`src/rtl/update_scheduler_pkg.sv`:
```
// Shared types for the pixel-update scheduler: FSM states, request payload
// and the round-robin grant helper.
package update_scheduler_pkg;

  localparam int TIMEOUT_DEFAULT = 65535;
  localparam int NUM_REQ         = 2;

  typedef enum logic [2:0] {
    ST_INIT,
    ST_INIT_WAIT,
    ST_IDLE,
    ST_UPD,
    ST_UPD_WAIT
  } state_t;

  typedef struct packed {
    logic [3:0] x;
    logic [3:0] y;
    logic [2:0] obj;
  } req_t;

  // One-hot grant: the requester named by prio wins if valid, otherwise the other one.
  function automatic logic [1:0] rr_grant(input logic [1:0] valid, input logic prio);
    logic [1:0] g;
    g = 2'b00;
    if (valid[prio]) begin
      g[prio] = 1'b1;
    end else if (valid[~prio]) begin
      g[~prio] = 1'b1;
    end
    return g;
  endfunction

endpackage

```
`src/rtl/update_scheduler_req_fifo.sv`:
```
// Request FIFO: DEPTH entries (power of two), pointers wrap naturally,
// simultaneous push and pop keeps the occupancy constant.
module req_fifo
  import update_scheduler_pkg::*;
#(
  parameter int DEPTH = 4
) (
  input  logic                   clk,
  input  logic                   rst,
  input  logic                   push,
  input  logic                   pop,
  input  req_t                   wdata,
  output req_t                   rdata,
  output logic                   full,
  output logic                   empty,
  output logic [$clog2(DEPTH):0] count
);

  localparam int AW = $clog2(DEPTH);

  req_t                mem_q [DEPTH];
  logic [AW-1:0]       wr_ptr_q;
  logic [AW-1:0]       rd_ptr_q;
  logic [AW:0]         count_q;
  logic                do_push;
  logic                do_pop;

  assign full    = (count_q == (AW+1)'(DEPTH));
  assign empty   = (count_q == '0);
  assign count   = count_q;
  assign rdata   = mem_q[rd_ptr_q];
  // A push into a full FIFO is only legal when the head leaves in the same cycle.
  assign do_pop  = pop && !empty;
  assign do_push = push && (!full || do_pop);

  // Payload storage; contents need no reset because occupancy is tracked separately.
  always_ff @(posedge clk) begin
    if (do_push) begin
      mem_q[wr_ptr_q] <= wdata;
    end
  end

  // Pointer and occupancy bookkeeping.
  always_ff @(posedge clk or posedge rst) begin
    if (rst) begin
      wr_ptr_q <= '0;
      rd_ptr_q <= '0;
      count_q  <= '0;
    end else begin
      if (do_push) begin
        wr_ptr_q <= wr_ptr_q + AW'(1);
      end
      if (do_pop) begin
        rd_ptr_q <= rd_ptr_q + AW'(1);
      end
      case ({do_push, do_pop})
        2'b10:   count_q <= count_q + (AW+1)'(1);
        2'b01:   count_q <= count_q - (AW+1)'(1);
        default: count_q <= count_q;
      endcase
    end
  end

endmodule

```
`src/rtl/update_scheduler.sv`:
```
// Pixel-update scheduler: arbitrates two requesters into a FIFO, runs the
// display init handshake, then issues queued updates one at a time.
//
// state        | meaning
// ST_INIT      | one cycle; launches (or relaunches) the display init command
// ST_INIT_WAIT | init_cycle high, waiting for cmd_done or timeout
// ST_IDLE      | no command outstanding; leaves as soon as the FIFO has data
// ST_UPD       | pops the FIFO head into the x/y/obj_code registers
// ST_UPD_WAIT  | en_update high, waiting for cmd_done or timeout
module update_scheduler
  import update_scheduler_pkg::*;
#(
  parameter int DEPTH   = 4,
  parameter int TIMEOUT = TIMEOUT_DEFAULT
) (
  input  logic                   clk,
  input  logic                   rst,
  input  logic [1:0]             req_valid,
  input  logic [7:0]             req_x,
  input  logic [7:0]             req_y,
  input  logic [5:0]             req_obj,
  output logic [1:0]             req_ready,
  input  logic                   cmd_done,
  output logic                   init_cycle,
  output logic                   en_update,
  output logic [3:0]             x,
  output logic [3:0]             y,
  output logic [2:0]             obj_code,
  output logic                   init_done,
  output logic                   busy,
  output logic [$clog2(DEPTH):0] fifo_count,
  output logic                   timeout_err
);

  localparam int              WW        = $clog2(TIMEOUT + 1);
  localparam logic [WW-1:0]   WAIT_LAST = WW'(TIMEOUT - 1);

  state_t        state_q;
  logic [WW-1:0] wait_q;
  logic          init_cycle_q;
  logic          en_update_q;
  logic          init_done_q;
  logic          timeout_err_q;
  logic [3:0]    x_q;
  logic [3:0]    y_q;
  logic [2:0]    obj_q;

  logic          rr_q;
  logic          rr_d;
  logic [1:0]    grant;
  logic          can_push;
  logic          push;
  logic          pop;
  logic          fifo_full;
  logic          fifo_empty;
  req_t          push_req;
  req_t          head_req;

  // The pop depends only on registered state, so cmd_done never reaches req_ready.
  assign pop = (state_q == ST_UPD);

  // Round-robin arbiter and push-side payload mux.
  always_comb begin
    grant        = rr_grant(req_valid, rr_q);
    can_push     = !fifo_full || pop;
    req_ready    = (rst || !can_push) ? 2'b00 : grant;
    push         = |req_ready;
    push_req.x   = grant[1] ? req_x[7:4]   : req_x[3:0];
    push_req.y   = grant[1] ? req_y[7:4]   : req_y[3:0];
    push_req.obj = grant[1] ? req_obj[5:3] : req_obj[2:0];
    // rr_q names the requester with top priority; the one just granted drops to last.
    rr_d         = push ? grant[0] : rr_q;
  end

  // Priority pointer register.
  always_ff @(posedge clk or posedge rst) begin
    if (rst) begin
      rr_q <= 1'b0;
    end else begin
      rr_q <= rr_d;
    end
  end

  req_fifo #(
    .DEPTH (DEPTH)
  ) u_fifo (
    .clk   (clk),
    .rst   (rst),
    .push  (push),
    .pop   (pop),
    .wdata (push_req),
    .rdata (head_req),
    .full  (fifo_full),
    .empty (fifo_empty),
    .count (fifo_count)
  );

  // Sequencing FSM with wait counter; command outputs are registered and follow the next state.
  always_ff @(posedge clk or posedge rst) begin
    if (rst) begin
      state_q       <= ST_INIT;
      wait_q        <= '0;
      init_cycle_q  <= 1'b0;
      en_update_q   <= 1'b0;
      init_done_q   <= 1'b0;
      timeout_err_q <= 1'b0;
      x_q           <= '0;
      y_q           <= '0;
      obj_q         <= '0;
    end else begin
      case (state_q)
        ST_INIT: begin
          state_q      <= ST_INIT_WAIT;
          init_cycle_q <= 1'b1;
          wait_q       <= '0;
        end
        ST_INIT_WAIT: begin
          if (cmd_done) begin
            state_q      <= ST_IDLE;
            init_cycle_q <= 1'b0;
            init_done_q  <= 1'b1;
          end else if (wait_q == WAIT_LAST) begin
            state_q       <= ST_INIT;
            init_cycle_q  <= 1'b0;
            timeout_err_q <= 1'b1;
          end else begin
            wait_q <= wait_q + WW'(1);
          end
        end
        ST_IDLE: begin
          if (!fifo_empty) begin
            state_q <= ST_UPD;
          end
        end
        ST_UPD: begin
          state_q     <= ST_UPD_WAIT;
          en_update_q <= 1'b1;
          wait_q      <= '0;
          x_q         <= head_req.x;
          y_q         <= head_req.y;
          obj_q       <= head_req.obj;
        end
        ST_UPD_WAIT: begin
          if (cmd_done) begin
            state_q     <= ST_IDLE;
            en_update_q <= 1'b0;
          end else if (wait_q == WAIT_LAST) begin
            state_q       <= ST_IDLE;
            en_update_q   <= 1'b0;
            timeout_err_q <= 1'b1;
          end else begin
            wait_q <= wait_q + WW'(1);
          end
        end
        default: begin
          state_q <= ST_INIT;
        end
      endcase
    end
  end

  assign init_cycle  = init_cycle_q;
  assign en_update   = en_update_q;
  assign init_done   = init_done_q;
  assign timeout_err = timeout_err_q;
  assign busy        = init_cycle_q | en_update_q;
  assign x           = x_q;
  assign y           = y_q;
  assign obj_code    = obj_q;

endmodule

```
`config.mk`:
```
export PLATFORM = sky130hd
export DESIGN_NAME = update_scheduler
export DESIGN_NICKNAME = d
export VERILOG_FILES = /design/src/rtl/update_scheduler_pkg.sv /design/src/rtl/update_scheduler_req_fifo.sv /design/src/rtl/update_scheduler.sv
export SDC_FILE = /design/constraint.sdc
export NUM_CORES = 1
export LEC_CHECK = 0
export CORE_MARGIN = 2
export CORE_UTILIZATION = 50
export DETAILED_ROUTE_END_ITERATION = 12
export GPL_ROUTABILITY_DRIVEN = 0
export GPL_TIMING_DRIVEN = 1
export HOLD_SLACK_MARGIN = 0.02
export PLACE_DENSITY = 0.86
export SLEW_MARGIN = 20
export SYNTH_ARGS = -nofsm -noshare
export SYNTH_HDL_FRONTEND = slang
export SYNTH_SLANG_ARGS = --single-unit
```
`constraint.sdc`:
```
create_clock -name clk -period 2.4 [get_ports clk]
set_clock_uncertainty 0.1 [all_clocks]
set_input_delay 0.48 -clock clk [delete_from_list [all_inputs] [get_ports clk]]
set_output_delay 0.48 -clock clk [all_outputs]
set_load 0.005 [all_outputs]
```
* After elaboration in Yosys (flattened, before gate mapping) *
Memory sizes are Yosys's and may differ from the RTL's. A register that Yosys moved wholly into a read port is not among the register bits.
Index checks and enable logic that the tools add are counted.
Widths: inputs -> output; s select.

storage, ports and cells
  output and inout port bits = 21
  RAM bits = 44
  memories = 1
  register bits = 31
  logic and storage cells = 91
  input port bits = 27

memory list
  memory        depth  bits a word  read ports  clocked after Yosys merged registers in  write ports  line                             source
  u_fifo.mem_q  4      11           1           1                                        1            update_scheduler_req_fifo.sv:21  req_t mem_q [DEPTH];

operators by class
  bitwise operators = 3
  add/subtract/negate cells = 5
  reduce and logical (&&, ||, !) cells = 25
  multiplexer cells = 30
  order comparisons = 4
  equal/unequal tests = 13

operator list
  cell                   count
  $mux 16                2
  $pmux 16 s2            1
  $mux 3                 6
  $add 16x1->16 const B  1
  $eq 16x16->1 const B   1
  $pmux 3 s5             1
  $mux 1                 10
  $reduce_and 3->1       3
  $mux 4                 2
  $reduce_bool 2->1      4
  $eq 3x2->1 const B     2
  $eq 3x3->1 const B     2
  $logic_not 3->1        2
  $mux 2                 3
  $ne 2x2->1 const B     3
  $ne 3x3->1 const B     2
  $pmux 3 s2             1
  $reduce_and 2->1       3
  $reduce_or 2->1        3
  $add 2x1->2 const B    2
  $logic_and 1x1->1      4
  $lt 1x2->1 const B     2
  $pmux 1 s2             2
  $add 3x1->3 const B    1
  10 further kinds       17

* Logic depth before layout (Yosys ltp) *
  depth in word-level cells = 12
  mapped depth = 11
  mapped depth without buffers = 10

* By module *
A second synthesis with hierarchy kept.

unflattened totals
  cell total of the unflattened synthesis = 347
  area total of the unflattened synthesis = 4290.4 µm²

modules (own cells, without submodules)
  module            cells each  times used  seq. area each (µm²)  area each (µm²)
  update_scheduler  251         1           875.8                 2268.4
  req_fifo          96          1           1496.4                2021.9

* Worst setup path after synthesis *
Ideal clock, no wire load.

  path kind = reg-to-reg
  start point = register state_q[2]
  end point = register u_fifo.count_q[2], in the netlist u_fifo.count[2]
  slack = 0.052 ns
  setup time = 0.125 ns
  path buffers = 1
  clock period less this slack = 2.348 ns
  arrival time = 2.123 ns
  required time = 2.175 ns
  cell stages (with the launch flop) = 12
  cells stage by stage = dfrtp_1 buf_4 nand3b_1 a41oi_1 o21a_1 inv_1 ha_1 inv_1 fa_1 xor2_1 nor2_1 xor2_1

on the way
  longest elaborated chain between the ends = 9
  elaborated cells between the ends (all ways) = 13
  those cells by class = eq/ne: 3; mux: 2; reduce/logical: 8

ends and longest elaborated chain
  element                                          line                             source
  start, declared                                  update_scheduler.sv:38           state_t state_q;
  start signal, assigned                           update_scheduler.sv:101          state_q <= ST_INIT;
  start signal, assigned                           update_scheduler.sv:113          state_q <= ST_INIT_WAIT;
  start signal, assigned                           update_scheduler.sv:119          state_q <= ST_IDLE;
  $eq 3x2->1 *                                     update_scheduler.sv:60           assign pop = (state_q == ST_UPD);
  $logic_or 1x1->1                                 update_scheduler.sv:65           can_push = !fifo_full || pop;
  $logic_not 1->1                                  update_scheduler.sv:66           req_ready = (rst || !can_push) ? 2'b00 : grant;
  $logic_or 1x1->1                                 update_scheduler.sv:66
  $mux 2                                           update_scheduler.sv:66
  $reduce_or 2->1                                  update_scheduler.sv:67           push = |req_ready;
  $logic_and 1x1->1                                update_scheduler_req_fifo.sv:34  assign do_push = push && (!full || do_pop);
  $eq 2x1->1 or $eq 2x2->1 (tied branches)         update_scheduler_req_fifo.sv:56  case ({do_push, do_pop})
  $pmux 3 s2 or $reduce_bool 2->1 (tied branches)  --
  end signal, assigned                             update_scheduler_req_fifo.sv:57  2'b10: count_q <= count_q + (AW+1)'(1);
  end signal, assigned                             update_scheduler_req_fifo.sv:58  2'b01: count_q <= count_q - (AW+1)'(1);
  end signal, assigned                             update_scheduler_req_fifo.sv:59  default: count_q <= count_q;
  end, declared                                    update_scheduler_req_fifo.sv:24  logic [AW:0] count_q;

Every way passes the cells marked *; elsewhere a longest branch is shown, timed or not.
A chain may end at the register's enable or synchronous reset.

* Worst setup path after layout *
  start point = input req_valid[0]
  end point = output req_ready[1]

on the way
  longest elaborated chain between the ends = 5
  elaborated cells between the ends (all ways) = 7
  those cells by class = mux: 7

ends and longest elaborated chain
  element                                     line                        source
  start, declared                             update_scheduler.sv:18      input logic [1:0] req_valid,
  $mux 1 (implied by the code) (2 in series)  update_scheduler_pkg.sv:28  end else if (valid[~prio]) begin
  $mux 2                                      update_scheduler_pkg.sv:28
  $mux 2 *                                    update_scheduler_pkg.sv:26  if (valid[prio]) begin
  $mux 2 *                                    update_scheduler.sv:66
  end, declared                               update_scheduler.sv:22      output logic [1:0] req_ready,

Every way passes the cells marked *; elsewhere a longest branch is shown, timed or not. The select of a mux whose other input is x is not followed.

==> results.txt <==
- In this run the remaining antenna-violating nets after routing total 0.
- Largest fanout on the critical path: 4
* GRT Total Usage: 0.199
- Number of sinks handled by clock tree synthesis: 86
- The number of hold buffers added after CTS was 0.
- For the worst-skew pair, the clock arrives at the later sink with an insertion delay of 0.36 ns.
- Of the total synthesized cell area, the portion taken by AND, OR, NAND and NOR gates is 0.0993.
- Measured against the total synthesized area, the mux share comes to 0.132.
- Cell area after placement: approximately 4700 sq um
* Average size of a mapped cell: around 14 sq um
- Global-route wire length before repair: 13000 um
- Height of the die: 92.4 um
* Max Cap Viol: 0
- After synthesis the cells add up to 3900 sq um.
- Clock root buffer: sky130_fd_sc_hd__clkbuf_8
- Clock tree synthesis inserted a total of 9 buffers.
- Of the total synthesized cell area, the portion taken by full adders, half adders and majority gates is 0.0276.
* Total leakage power: 1.91 nW
- For this run, the register share of the synthesized area comes to 0.607.
* Layout cells sized above 1: 0.238
* Data required, critical path: 1.82 ns
- Die width: 92.4 um
- In the post-route analysis, the smallest setup slack over all paths is 0.0882 ns.
- After detailed routing, the number of remaining DRC violations is 0.
* EDFF count, synth: 44
* F_max: around 430 MHz
- Headroom to the max-slew limit: 0.627
- Critical Path End Type: output pin
- Walking the worst path, the cells encountered are clkdlybuf4s50_1 -> inv_1 -> o21ai_4 -> buf_4 -> nor2b_4 -> dlygate4sd2_1.
- After detailed routing, the total wire length is 7650 um.
* Arr. time, crit path: 1.73 ns
- FF+latch count, synth: 86
- Peak supply drop: 0.634 mV
- The die covers roughly 8500 sq um.
- Post-synthesis share of cell area spent on xor and xnor gates: 0.0202
* Iter 0 DRT Violations: 132
* Antenna violations before repair: 0
* Post-route standard cell area excluding fillers: 4970 sq um
- Summing all flip-flop and latch instances after layout gives 2370 sq um.
- Once detailed placement completed, the half-perimeter wirelength came to 5210 um.
- On the worst path, the slowest cell contributes a delay of approximately 0.54 ns.
- Number of unique standard cell types used by synthesis: 49
* Pins over their slew limit: 0
- The worst path in the final design needs a cycle of between 2 and 2.5 ns, including I/O delays and setup.
- Kind of start point of the critical path: input port
- Final hold violations: 0
- Total number of vias: roughly 2500
* Number of filler instances in the final layout: between 500 and 600
* Main combinational cell family by area after synthesis: multiplexers
* Complex-gate fraction of the synthesized area: 0.0836
- Antenna diode count: 0
- Result of the run: finished, final reports clean
- Commonest register cell after synthesis: sky130_fd_sc_hd__edfxtp_1
- In the final layout, the multi-input gates occupy 1470 sq um.
- Row count: 32
* Worst setup path class: in2out
- The via count of the first global-routing pass came to 2649.
- Max H-tree Level: 3
- Using the TritonRoute via totals, the vias-per-cell ratio works out to 5.46.
- Synthesis produced a netlist with a net count of 322.
- Routed wirelength normalized by instance count: ~16 um
- Dividing total power by cell area gives a power density of 1040 nW/um^2.
- Entering global routing, the biggest net connects 43 pins.
- Clock-pin slew on the worst setup and hold paths: 0.09 ns
- For this run the aggregate overflow at the end of global routing stands at 0.
- Number of port buffers: 47
- Clock tree from TritonCTS: built
- Path type of the worst min-delay path: reg2reg
- Compared with the post-synthesis result, the final layout area differs by 27.3%.
- Placed instance count: approximately 450
- For this configuration, the core starts out at a cell density of 0.511.
* Minimum setup slack after placement: -0.208 ns
- Ports placed on the boundary: 48
- Counting every instance in the synthesized netlist gives 287.
* Total iterations of the first detailed-routing run: 4
- The finished layout holds about 470 standard cells, fillers aside.
- Synthesis warning total: 0
- For this design, the slowest cell found on the critical path is sky130_fd_sc_hd__clkdlybuf4s50_1.
- Of all flip-flops after synthesis, the portion carrying an async set or reset was 0.488.
* Nets: ~400
- The region available for standard cell placement spans 7650 sq um.
* # setup viols final: 0
* Setup repair after global routing missed its margin: no
- Deepest clock path buffer count: 2
* Measured slew at the worst slew-check pin: between 0.5 and 0.6 ns
* Final period util: 0.963
## path summary, 6_finish.rpt
kind	start	to	slack (ns)	cells after the start
worst max-delay path	req_valid[0]	req_ready[1]	0.09	6
worst min-delay path	timeout_err	timeout_err	0.37	1
worst max register to register	wait_q[0]	wait_q[2]	0.13	9
worst min register to register	timeout_err	timeout_err	0.37	1
max in group asynchronous	rst	wait_q[4]	1.54	3
min in group asynchronous	rst	u_fifo.count[0]	0.44	3
## cell families (layout without fill, tap and decap cells)
kind of cell | Yosys count | in the layout
flops | 86 | 86
simple gates | 73 | 73
compound gates | 47 | 47
mux | 35 | 35
buf+inv | 29 | 107
xor+xnor | 9 | 9
fa+ha+maj | 8 | 8
## synthesized netlist by cell type, drive strengths merged, types with 4 or more instances
master	number	share of area
edfxtp	44	0.34
dfrtp	42	0.27
mux2	22	0.063
inv	16	0.015
nand2	14	0.013
nor2	14	0.013
o21ai	12	0.015
mux4	11	0.063
nand3	11	0.014
nand4	11	0.018
clkbuf	8	0.0077
a21oi	7	0.0090
ha	7	0.022
xnor2	6	0.013
a31oi	5	0.0080
buf	5	0.0067
nor3	5	0.0064
and2	4	0.0064
## where the power goes
part           total, mW  internal, mW  switching (mW)
combinational       1.99          1.11           0.885
sequential          2.15          1.93           0.225
clock               1.01         0.480           0.526
total               5.15          3.51            1.64
## final cells by class
cell class                      count  share of cell area
Clock inverter                      7              0.0146
Tap cell                          102              0.0257
Multi-Input combinational cell    172               0.296
Clock buffer                        9              0.0249
Timing Repair Buffer               75               0.149
Sequential cell                    86               0.477
Inverter                           16              0.0121
## registers in the layout, summed over array words and instances (netlist names)
register	flops
obj_code	3
u_fifo.mem_q	44
y	4
init_cycle	1
state_q	3
en_update	1
rr_q	1
u_fifo.rd_ptr_q	2
x	4
init_done	1
timeout_err	1
u_fifo.wr_ptr_q	2
wait_q	16
u_fifo.count	3
## routing by layer
metal | GRT usage | vias to the layer above | part of all wire
li1 | - | 1223 | -
met2 | 0.336 | 64 | 0.50
met4 | 0.0796 | 0 | 0.019
met1 | 0.259 | 1248 | 0.44
met5 | 0 | - | 0
met3 | 0.0325 | 14 | 0.038
## cells in the final DEF, fill, tap and decap left out, types with 2 or more instances in the layout
master	instances
sky130_fd_sc_hd__or3_1	3
sky130_fd_sc_hd__a21o_1	3
sky130_fd_sc_hd__mux2i_1	2
sky130_fd_sc_hd__nand3_1	10
sky130_fd_sc_hd__a41oi_1	2
sky130_fd_sc_hd__mux4_2	11
sky130_fd_sc_hd__nor2_1	12
sky130_fd_sc_hd__nand2_1	14
sky130_fd_sc_hd__o22ai_1	3
sky130_fd_sc_hd__and2_1	4
sky130_fd_sc_hd__dfrtp_1	42
sky130_fd_sc_hd__nand4_1	11
sky130_fd_sc_hd__clkinvlp_4	4
sky130_fd_sc_hd__nor3_1	5
sky130_fd_sc_hd__a31oi_1	5
sky130_fd_sc_hd__o21ai_1	7
sky130_fd_sc_hd__ha_1	7
sky130_fd_sc_hd__inv_1	16
sky130_fd_sc_hd__buf_4	23
sky130_fd_sc_hd__buf_12	5
sky130_fd_sc_hd__a21oi_1	7
sky130_fd_sc_hd__mux2_2	22
sky130_fd_sc_hd__clkdlybuf4s50_1	45
sky130_fd_sc_hd__o21bai_1	2
sky130_fd_sc_hd__clkbuf_8	9
sky130_fd_sc_hd__o21ai_0	4
sky130_fd_sc_hd__xor2_1	3
sky130_fd_sc_hd__xnor2_1	6
sky130_fd_sc_hd__o21a_1	2
sky130_fd_sc_hd__edfxtp_1	44
## stage by stage
| stage | hold slack, ns | utilization | total power, mW | TNS, ns |
|---|---|---|---|---|
| after floorplan | 0.351 | - | 3.28 | 0 |
| after global routing | 0.392 | 0.650 | 5.47 | 0 |
| after CTS | 0.375 | 0.645 | 5.15 | 0 |
| after detailed placement | 0.354 | 0.614 | 4.11 | -0.730 |
| after global placement | 0.345 | 0.614 | 4.02 | -0.120 |
| final | 0.371 | 0.650 | 5.15 | 0 |
## what timing repair did
item                       CTS  global route
cloned                       0             0
gates resized for setup      8             6
pin swaps                    3             3
setup endpoints to repair    2            17
buffers inserted             2             2
hold endpoints to repair     0             0
## worst max-delay path: cells and delay by family
family,cells,cell delay (ns)
AO/OA/AOI/OAI,1,0.15
buffers and inverters,4,1.05
AND/OR/NAND/NOR,1,0.04
No activity file was read; power rests on OpenSTA's default activity.
